==> src/rtl/regfile_wb_queue.sv <==
// ---------------------------------------------------------------------------
// regfile_wb_queue
//
// Write-side front end for the GP register file write port. Results from the
// single-cycle ALU path and the multi-cycle MUL/DIV unit are gathered into a
// small in-order queue. The queue drains one entry per cycle onto the
// register file write port. Decode can look up queued results that have not
// been written yet, on two independent read ports.
//
// Parameters
//   DEPTH              number of queue entries (power of 2, >= 2)
//
// Ports
//   Clk_Core           core clock, all state updates on the rising edge
//   Rst_Core_N         asynchronous active-low reset
//   Mdu_Wb_Valid/Addr/Data, Mdu_Wb_Ready   MUL/DIV writeback handshake
//   Alu_Wb_Valid/Addr/Data, Alu_Wb_Ready   ALU/load writeback handshake
//   Write_Addr_Port_1/Write_Data_Port_1/Wr_En   register file write port
//                                          (queue head; zero when empty)
//   Read_Addr_Port_1/2  decode source register addresses
//   Fwd_Hit_1/2, Fwd_Data_1/2   youngest queued match per read port
//   Wb_Empty           queue holds no pending writes
// ---------------------------------------------------------------------------
module regfile_wb_queue #(
    parameter int DEPTH = 4
) (
    input  logic        Clk_Core,
    input  logic        Rst_Core_N,

    input  logic        Mdu_Wb_Valid,
    input  logic [4:0]  Mdu_Wb_Addr,
    input  logic [31:0] Mdu_Wb_Data,
    output logic        Mdu_Wb_Ready,

    input  logic        Alu_Wb_Valid,
    input  logic [4:0]  Alu_Wb_Addr,
    input  logic [31:0] Alu_Wb_Data,
    output logic        Alu_Wb_Ready,

    output logic [4:0]  Write_Addr_Port_1,
    output logic [31:0] Write_Data_Port_1,
    output logic        Wr_En,

    input  logic [4:0]  Read_Addr_Port_1,
    output logic        Fwd_Hit_1,
    output logic [31:0] Fwd_Data_1,

    input  logic [4:0]  Read_Addr_Port_2,
    output logic        Fwd_Hit_2,
    output logic [31:0] Fwd_Data_2,

    output logic        Wb_Empty
);

    localparam int PW = $clog2(DEPTH);
    localparam int CW = $clog2(DEPTH + 1);

    logic [4:0]       entry_addr [DEPTH];
    logic [31:0]      entry_data [DEPTH];
    logic [DEPTH-1:0] entry_valid;

    logic [PW-1:0]    rd_ptr;
    logic [PW-1:0]    wr_ptr;
    logic [CW-1:0]    count;

    logic             pop;
    logic             need_m;
    logic             need_a;
    logic             push_m;
    logic             push_a;
    logic [CW:0]      free_slots;
    logic [PW-1:0]    alu_slot;
    logic [PW-1:0]    fwd_idx;

    // The register file always accepts a write, so the head leaves on every
    // edge where the queue is non-empty.
    assign pop = (count != '0);

    // The slot vacated by this cycle's pop is usable by this cycle's pushes,
    // which is what keeps a full queue streaming at one entry per cycle.
    assign free_slots = (CW + 1)'(DEPTH) - {1'b0, count} + {{CW{1'b0}}, pop};

    // Writes to x0 are architecturally dead: they are always accepted but
    // never take a slot, so they must not stall the producer either.
    assign need_m = Mdu_Wb_Valid & (Mdu_Wb_Addr != 5'd0);
    assign need_a = Alu_Wb_Valid & (Alu_Wb_Addr != 5'd0);

    assign Mdu_Wb_Ready = (free_slots >= (CW + 1)'(1)) | (Mdu_Wb_Addr == 5'd0);
    assign Alu_Wb_Ready = (free_slots >= ((CW + 1)'(1) + {{CW{1'b0}}, need_m}))
                        | (Alu_Wb_Addr == 5'd0);

    assign push_m = need_m & Mdu_Wb_Ready;
    assign push_a = need_a & Alu_Wb_Ready;

    // MUL/DIV results are older than a same-cycle ALU result, so the MDU
    // entry takes the tail slot and the ALU entry lands right behind it.
    assign alu_slot = push_m ? (wr_ptr + PW'(1)) : wr_ptr;

    // Queue control state. Pointers wrap naturally because DEPTH is a power
    // of two; full and empty are told apart by count alone. When the queue is
    // full the tail and head coincide, so the pop clear is written first and
    // a same-slot push overrides it.
    always_ff @(posedge Clk_Core or negedge Rst_Core_N) begin
        if (!Rst_Core_N) begin
            rd_ptr      <= '0;
            wr_ptr      <= '0;
            count       <= '0;
            entry_valid <= '0;
        end else begin
            if (pop) begin
                entry_valid[rd_ptr] <= 1'b0;
            end
            if (push_m) begin
                entry_valid[wr_ptr] <= 1'b1;
            end
            if (push_a) begin
                entry_valid[alu_slot] <= 1'b1;
            end
            rd_ptr <= rd_ptr + PW'(pop);
            wr_ptr <= wr_ptr + PW'(push_m) + PW'(push_a);
            count  <= count - CW'(pop) + CW'(push_m) + CW'(push_a);
        end
    end

    // Entry payload storage. Contents are only ever observed through a set
    // valid bit, so the payload needs no reset.
    always_ff @(posedge Clk_Core) begin
        if (push_m) begin
            entry_addr[wr_ptr] <= Mdu_Wb_Addr;
            entry_data[wr_ptr] <= Mdu_Wb_Data;
        end
        if (push_a) begin
            entry_addr[alu_slot] <= Alu_Wb_Addr;
            entry_data[alu_slot] <= Alu_Wb_Data;
        end
    end

    // Drain port. Outputs are forced to zero when nothing is queued so the
    // register file never sees stale head contents.
    assign Wr_En             = pop;
    assign Wb_Empty          = ~pop;
    assign Write_Addr_Port_1 = pop ? entry_addr[rd_ptr] : 5'd0;
    assign Write_Data_Port_1 = pop ? entry_data[rd_ptr] : 32'd0;

    // Forwarding search. Entries are walked from head (oldest) to tail
    // (youngest), so a later match overwrites an earlier one and the most
    // recent pending write to a register wins. Results still in their
    // handshake cycle are not in the array yet and are naturally excluded.
    always_comb begin
        Fwd_Hit_1  = 1'b0;
        Fwd_Data_1 = 32'd0;
        Fwd_Hit_2  = 1'b0;
        Fwd_Data_2 = 32'd0;
        fwd_idx    = '0;
        for (int i = 0; i < DEPTH; i++) begin
            fwd_idx = rd_ptr + PW'(i);
            if (entry_valid[fwd_idx] && (CW'(i) < count)) begin
                if ((Read_Addr_Port_1 != 5'd0) &&
                    (entry_addr[fwd_idx] == Read_Addr_Port_1)) begin
                    Fwd_Hit_1  = 1'b1;
                    Fwd_Data_1 = entry_data[fwd_idx];
                end
                if ((Read_Addr_Port_2 != 5'd0) &&
                    (entry_addr[fwd_idx] == Read_Addr_Port_2)) begin
                    Fwd_Hit_2  = 1'b1;
                    Fwd_Data_2 = entry_data[fwd_idx];
                end
            end
        end
    end

endmodule

==> config.mk <==
export PLATFORM = sky130hd
export DESIGN_NAME = regfile_wb_queue
export DESIGN_NICKNAME = d
export VERILOG_FILES = /design/src/rtl/regfile_wb_queue.sv
export SDC_FILE = /design/constraint.sdc
export NUM_CORES = 1
export LEC_CHECK = 0
export BUFFER_PORTS_ARGS = -buffer_cell sky130_fd_sc_hd__buf_2
export CELL_PAD_IN_SITES_DETAIL_PLACEMENT = 0
export CELL_PAD_IN_SITES_GLOBAL_PLACEMENT = 1
export CORE_MARGIN = 4
export CORE_UTILIZATION = 45
export DETAILED_ROUTE_END_ITERATION = 10
export GPL_TIMING_DRIVEN = 0
export PLACE_DENSITY_LB_ADDON = 0.1
export SYNTH_ARGS = -nofsm -noshare
export SYNTH_HDL_FRONTEND = slang
export SYNTH_SLANG_ARGS = --single-unit
==> constraint.sdc <==
create_clock -name Clk_Core -period 9.6 [get_ports Clk_Core]
set_input_delay 1.44 -clock Clk_Core [delete_from_list [all_inputs] [get_ports Clk_Core]]
set_output_delay 1.44 -clock Clk_Core [all_outputs]
set_load 0.03 [all_outputs]
==> results of run 1 <==
-- power by group --
| group | switching (mW) | internal, mW |
|---|---|---|
| Combinational | 2.79 | 1.96 |
| Clock | 0.315 | 0.357 |
| Sequential | 0.254 | 1.15 |
| Total | 3.36 | 3.47 |
-- metrics by stage --
step                      power [mW]  instance area, µm²  std cells  hold slack [ps]
after floorplan                 4.74               13800       1101              504
after global placement          6.04               15200       1675              545
after detailed placement        6.10               15300       1679              548
after CTS                       6.79               15800       1710              567
after global routing            7.17               15800       1711              605
final                           6.84               15800       1711              570
-- sequential cells by signal, indices dropped and copies added, names as in the netlist --
name,count
rd_ptr,2
entry_valid,4
wr_ptr,2
entry_addr,20
entry_data,128
count,3
-- critical path, stage by stage (launching register included) --
cell and delay [ps]:
dfrtp_1 390, buf_2 260, buf_1 660, buf_2 470, buf_1 670, inv_1 160
ha_1 500, buf_2 360, mux4_2 620, a211oi_1 210, a21o_1 240, and3b_1 270
buf_2 280, buf_2 340, a221oi_1 150, o31ai_1 430, buf_2 280
-- cells by family after synthesis --
family | synth area share (%)
AND/OR/NAND/NOR | 7.43
AO/OA/AOI/OAI | 12.9
buffers and inverters | 4.16
XOR/XNOR | 2.61
flip-flops | 34.2
adder cells (fa/ha/maj) | 1.98
multiplexers | 36.7
-- Yosys cell counts, types with 2 or more instances --
master    number  area share, %
a221oi_1       5           0.32
nand2b_1       3           0.14
and2_1        35            1.6
dfrtp_1       11            2.0
a221o_1       58            4.2
a311oi_2       2           0.22
mux2_2       177             14
clkbuf_1      51            1.4
ha_1          17            1.5
nor3_1         9           0.33
edfxtp_1     148             32
xor2_1        11           0.70
or3_1          2          0.091
nor2_1         9           0.25
buf_6          4           0.33
nand3_1       16           0.58
xnor2_1       30            1.9
a22o_1        57            3.6
o21ai_0       32            1.2
nor2b_1       35            1.6
buf_2         47            1.7
and3_1         3           0.14
a211oi_1       3           0.16
o311a_1        2           0.15
or4_1          2           0.11
buf_1         10           0.27
nand4_1        7           0.32
mux2i_1       29            2.1
inv_1         15           0.41
fa_1           3           0.44
mux4_2       123             20
a21oi_1       59            2.1
o31ai_1        4           0.22
a21o_1         9           0.49
nand2_1       57            1.6
and3b_1        2           0.13
-- path summary, 6_finish.rpt --
| path | start | endpoint | slack [ps] | cells after the start |
|---|---|---|---|---|
| max | rd_ptr[1] | Fwd_Data_2[21] | 1390 | 16 |
| min reg2reg | entry_valid[2] | entry_valid[2] | 570 | 2 |
| min in group asynchronous | Rst_Core_N | wr_ptr[1] | 860 | 1 |
| max in group asynchronous | Rst_Core_N | entry_valid[1] | 8510 | 1 |
| max reg2reg | count[1] | entry_data[2][5] | 3080 | 15 |
| min | entry_valid[2] | entry_valid[2] | 570 | 2 |
-- layer usage --
metal	global-route usage [%]	share of wire, %	wire length [µm]	vias to the layer above
met3	5.49	8.5	4130	87
met1	39.7	42	20500	5832
met2	45.8	47	22700	627
met4	7.45	2.5	1200	8
met5	0	0.097	47	-
li1	-	-	-	4869
-- cell type report --
cell class	instances	area (µm²)	share of cell area, %
well taps	390	488	3.08
repair buffers	188	1000	6.32
clock inverters	13	118	0.743
plain buffers	113	517	3.26
multi-input cells	814	8500	53.7
flip-flops and latches	159	4720	29.8
clock buffers	18	429	2.71
diodes	1	2.50	0.0158
inverters	15	56.3	0.356
==> results.txt, run 1 <==
crit path kind = flip-flop to output port
share of cells above drive strength 1 = 43.9%
Syn Area/Cell = 12.5 µm²
DRC viols = 0
async set-reset flop share out of synthesis = 6.92%
Synth Flop Type = edfxtp_1
gr usage total = 28.4%
crit share post-route = 85.6%
row cnt = 63
maxcap violations = 0
critical path arrival = 6770 ps
Synthesis Warnings = 0
power per cell area = 432 nW/µm²
antenna violations before repair = 5
VDD IR max = 219 µV
CTS tree = yes
Post-Place Worst Slack = 1960 ps
Netlist cell types = 50
routed vias = 11423
mean routed wirelength per cell = 28.4 µm
leakage = 5.95 nW
Die X = 183 µm
crit end category = output port
DRT Pass-1 Iters = 6
clk_lat worst skew = 440 ps
Post-Syn Instances = 1101
most common cell after layout, fill and taps aside = buf_2
worst hold-check path type = flip-flop to flip-flop
cts bufs inserted = 17
setup violators final = 0
Die Y = 183 µm
area grow syn2layout = 14.8%
Routability Congestion = 0.907
total congestion overflow = 0
post-synthesis sequential area ratio = 34.2%
minimum clock period = 8210 ps
Worst-path clk slew = 70 ps
CTS resizes = 0
drt initial violations = 1357
Relative slew margins = 32.8%
largest net degree at the start of global routing = 27
final hold violation count = 0
EDFF count, synth = 148
post-route setup slack = 1390 ps
Routed Antenna Nets = 0
outcome = complete, no violations
total negative slack = 0 ps
Detailed Route WL = 48.6 mm
Final Max Slew Viols = 0
Synth Net Count = 1209
critical path required time = 8160 ps
Clock Path Buffers = 2
Synth Cell Area = 13800 µm²
CTS H-tree depth = 4
leading cell types in the layout, fill and taps excluded = buf_2 (231), mux2_2 (177), edfxtp_1 (148), mux4_2 (123), a21oi_1 (59)
Final HPWL DP = 34.7 mm
initial core utilization = 46.0%
Core ar. = 30000 µm²
CTS Root Cell = clkbuf_16
Port Buf Inserts = 184
total setup buffers inserted after CTS = 0
final-layout fill cell count = 2738
Clock Skews = 12.4 ps
clk sinks = 159
Final Util = 52.8%
largest fanout on the critical path = 10
register bit total from synthesis = 159
die area = 33500 µm²
Via density = 6.68
fmax = 0.122 GHz
layout net count = 1416
RSZ-0062 raised after global routing = false
# hold bufs at CTS = 0
worst-margin pin slew = 1010 ps
I/O pins = 195
vias in the first global route = 11359
first-pass GRT wire length = 71.8 mm
Worst setup SP type = flip-flop
No activity file was read; power rests on OpenSTA's default activity.
==> run 2: changes to the inputs <==
--- a/config.mk
+++ b/config.mk
@@ -5,10 +5,11 @@
 export SDC_FILE = /design/constraint.sdc
 export NUM_CORES = 1
 export LEC_CHECK = 0
+export ABC_CLOCK_PERIOD_IN_PS = 9600
 export BUFFER_PORTS_ARGS = -buffer_cell sky130_fd_sc_hd__buf_2
 export CELL_PAD_IN_SITES_DETAIL_PLACEMENT = 0
 export CELL_PAD_IN_SITES_GLOBAL_PLACEMENT = 1
-export CORE_MARGIN = 4
+export CORE_MARGIN = 2
 export CORE_UTILIZATION = 45
 export DETAILED_ROUTE_END_ITERATION = 10
 export GPL_TIMING_DRIVEN = 0
==> run 2 against run 1 <==
Utilization is 0.59 points lower. Setup slack better by 110 ps. Critical path depth is 1 lower. Critical path type unchanged. Largest power group unchanged. Highest routed layer unchanged.
==> results.txt, run 2 (synthesized netlist as in run 1, its figures left out) <==
Clock Path Buffers = 2 (unchanged)
Most flops, register = entry_data
# hold bufs at CTS = 0 (unchanged)
critical path required time = 8160 ps (about the same)
crit path kind = flip-flop to output port
total negative slack = 0 ps (unchanged)
RSZ-0062 raised after global routing = false
VDD IR max = 206 µV (-5.9%)
row cnt = 64 (+1.6%)
most common cell after layout, fill and taps aside = buf_2
min-delay src = wr_ptr[1]
worst-margin pin slew = 970 ps (-38.6 ps)
Final Max Slew Viols = 0 (unchanged)
setup violators final = 0 (unchanged)
initial core utilization = 45.4% (-0.60 points)
I/O pins = 195 (unchanged)
routed vias = 11275 (-1.3%)
biggest regs = entry_data (128), entry_addr (20), entry_valid (4)
leading cell types in the layout, fill and taps excluded = buf_2 (231), mux2_2 (177), edfxtp_1 (148), mux4_2 (123), a21oi_1 (59)
Die X = 179 µm (-2.2%)
Die Y = 179 µm (-2.2%)
crit share post-route = 84.4% (-1.2 points)
largest net degree at the start of global routing = 28 (+3.7%)
first-pass GRT wire length = 69.1 mm (-3.8%)
outcome = complete, no violations
layout net count = 1416 (unchanged)
drt initial violations = 1200 (-12%)
largest fanout on the critical path = 10 (unchanged)
final hold violation count = 0 (unchanged)
final cell count without fillers = 1718 (+0.41%)
minimum clock period = 8100 ps (-111 ps)
R2R cell count = 15 (unchanged)
total setup buffers inserted after CTS = 0 (unchanged)
cts bufs inserted = 17 (unchanged)
reg-to-reg endpoint = entry_data[2][14]
crit end category = output port
Relative slew margins = 35.3% (+2.6 points)
gr usage total = 29.8% (+1.5 points)
power per cell area = 429 nW/µm² (-0.66%)
clk_lat worst skew = 460 ps (+20 ps)
share of cells above drive strength 1 = 44.0% (about the same)
Worst setup SP type = flip-flop
leakage = 5.95 nW (about the same)
Final HPWL DP = 34.3 mm (-1.3%)
Worst-path clk slew = 70 ps (about the same)
FF-to-FF Start = count[1]
worst hold-check path type = flip-flop to flip-flop
total congestion overflow = 0 (unchanged)
Clock Skews = 7.85 ps (-4.54 ps)
mean routed wirelength per cell = 27.4 µm (-3.5%)
hold path depth = 1 (-1)
R2R setup slack = 2970 ps (-110 ps)
maxcap violations = 0 (unchanged)
Via density = 6.56 (-1.7%)
max reg flops = 128 (unchanged)
Core ar. = 30300 µm² (+1.3%)
CTS Root Cell = clkbuf_16
die area = 32000 µm² (-4.3%)
DRT Pass-1 Iters = 5 (-1)
clk sinks = 159 (unchanged)
CTS resizes = 0 (unchanged)
Routed Antenna Nets = 0 (unchanged)
area grow syn2layout = 15.1%
DP Cell Count = 1685 (+0.36%)
CTS H-tree depth = 4 (unchanged)
Detailed Route WL = 47.1 mm (-3.1%)
antenna violations before repair = 6 (+1)
vias in the first global route = 10919 (-3.9%)
Routability Congestion = 0.898 (-1.1%)
fmax = 0.123 GHz (+1.4%)
Port Buf Inserts = 184 (unchanged)
critical path arrival = 6660 ps (-110 ps)
CTS tree = yes
worst hold path endpoint = wr_ptr[1]
DRC viols = 0 (unchanged)
run 2: changes by cell type in the layout (fill, tap and decap cells not counted):
cell,delta
clkinv_4,-2
clkinv_1,+1
buf_12,-1
clkbuf_1,-1
clkinv_2,-2
clkinvlp_4,+2
buf_16,+1
inv_6,+3
run 2: report_power, final:
| part | leakage, nW | internal (mW) | switching, mW | total (mW) |
|---|---|---|---|---|
| Sequential | 1.50 | 1.15 | 0.252 | 1.40 |
| Clock | 0.260 | 0.359 | 0.310 | 0.669 |
| Combinational | 4.18 | 1.97 | 2.76 | 4.73 |
run 2: routing by layer:
metal	GRT usage, %	up-vias	wire length [µm]	part of all wire [%]
li1	-	4872	-	-
met2	46.9	551	22200	47
met1	41.3	5763	19900	42
met3	6.34	79	3730	7.9
met4	9.65	10	1190	2.5
met5	0	-	61	0.13
run 2: area by class of cell:
class	count	area, µm²
timing repair buffer	188	1010
antenna	1	2.50
tap	396	495
clock buffer	17	425
inverter	15	56.3
sequential	159	4720
fill	2729	14500
buffer	113	517
clock inverter	15	135
multi-input combinational	814	8500
run 2: critical path: stages (launching register included):
cell and delay (ps):
dfrtp_1 370, buf_2 250, buf_1 620, buf_2 450
buf_1 660, inv_1 160, ha_1 460, buf_2 330
mux4_2 530, nor2b_1 150, clkbuf_1 280, a311oi_2 640
buf_2 380, a221oi_1 160, o31ai_1 440, buf_2 290
run 2: worst max-delay path by stage:
stage | startpoint | endpoint | slack [ps] | cells after the start
after detailed placement | rd_ptr[1] | Fwd_Data_1[21] | 2040 | 15
after global routing | rd_ptr[1] | Fwd_Data_2[21] | 1280 | 16
after CTS | rd_ptr[1] | Fwd_Data_1[21] | 1570 | 15
after floorplan | rd_ptr[1] | Fwd_Data_2[30] | 3550 | 15
after global placement | count[1] | entry_data[2][14] | 1860 | 14
final | rd_ptr[1] | Fwd_Data_1[21] | 1500 | 15
run 2: through the flow:
stage                     total power [mW]  hold WS [ps]  worst slack (ps)  utilization (%)  area [µm²]
after detailed placement              6.09           559              2040             50.4       15300
after global routing                  7.16           604              1280             52.2       15900
after CTS                             6.78           577              1570             52.2       15900
after global placement                6.03           535              1860             50.1       15200
after floorplan                       4.74           504              3550                -       13800
final                                 6.80           578              1500             52.3       15900
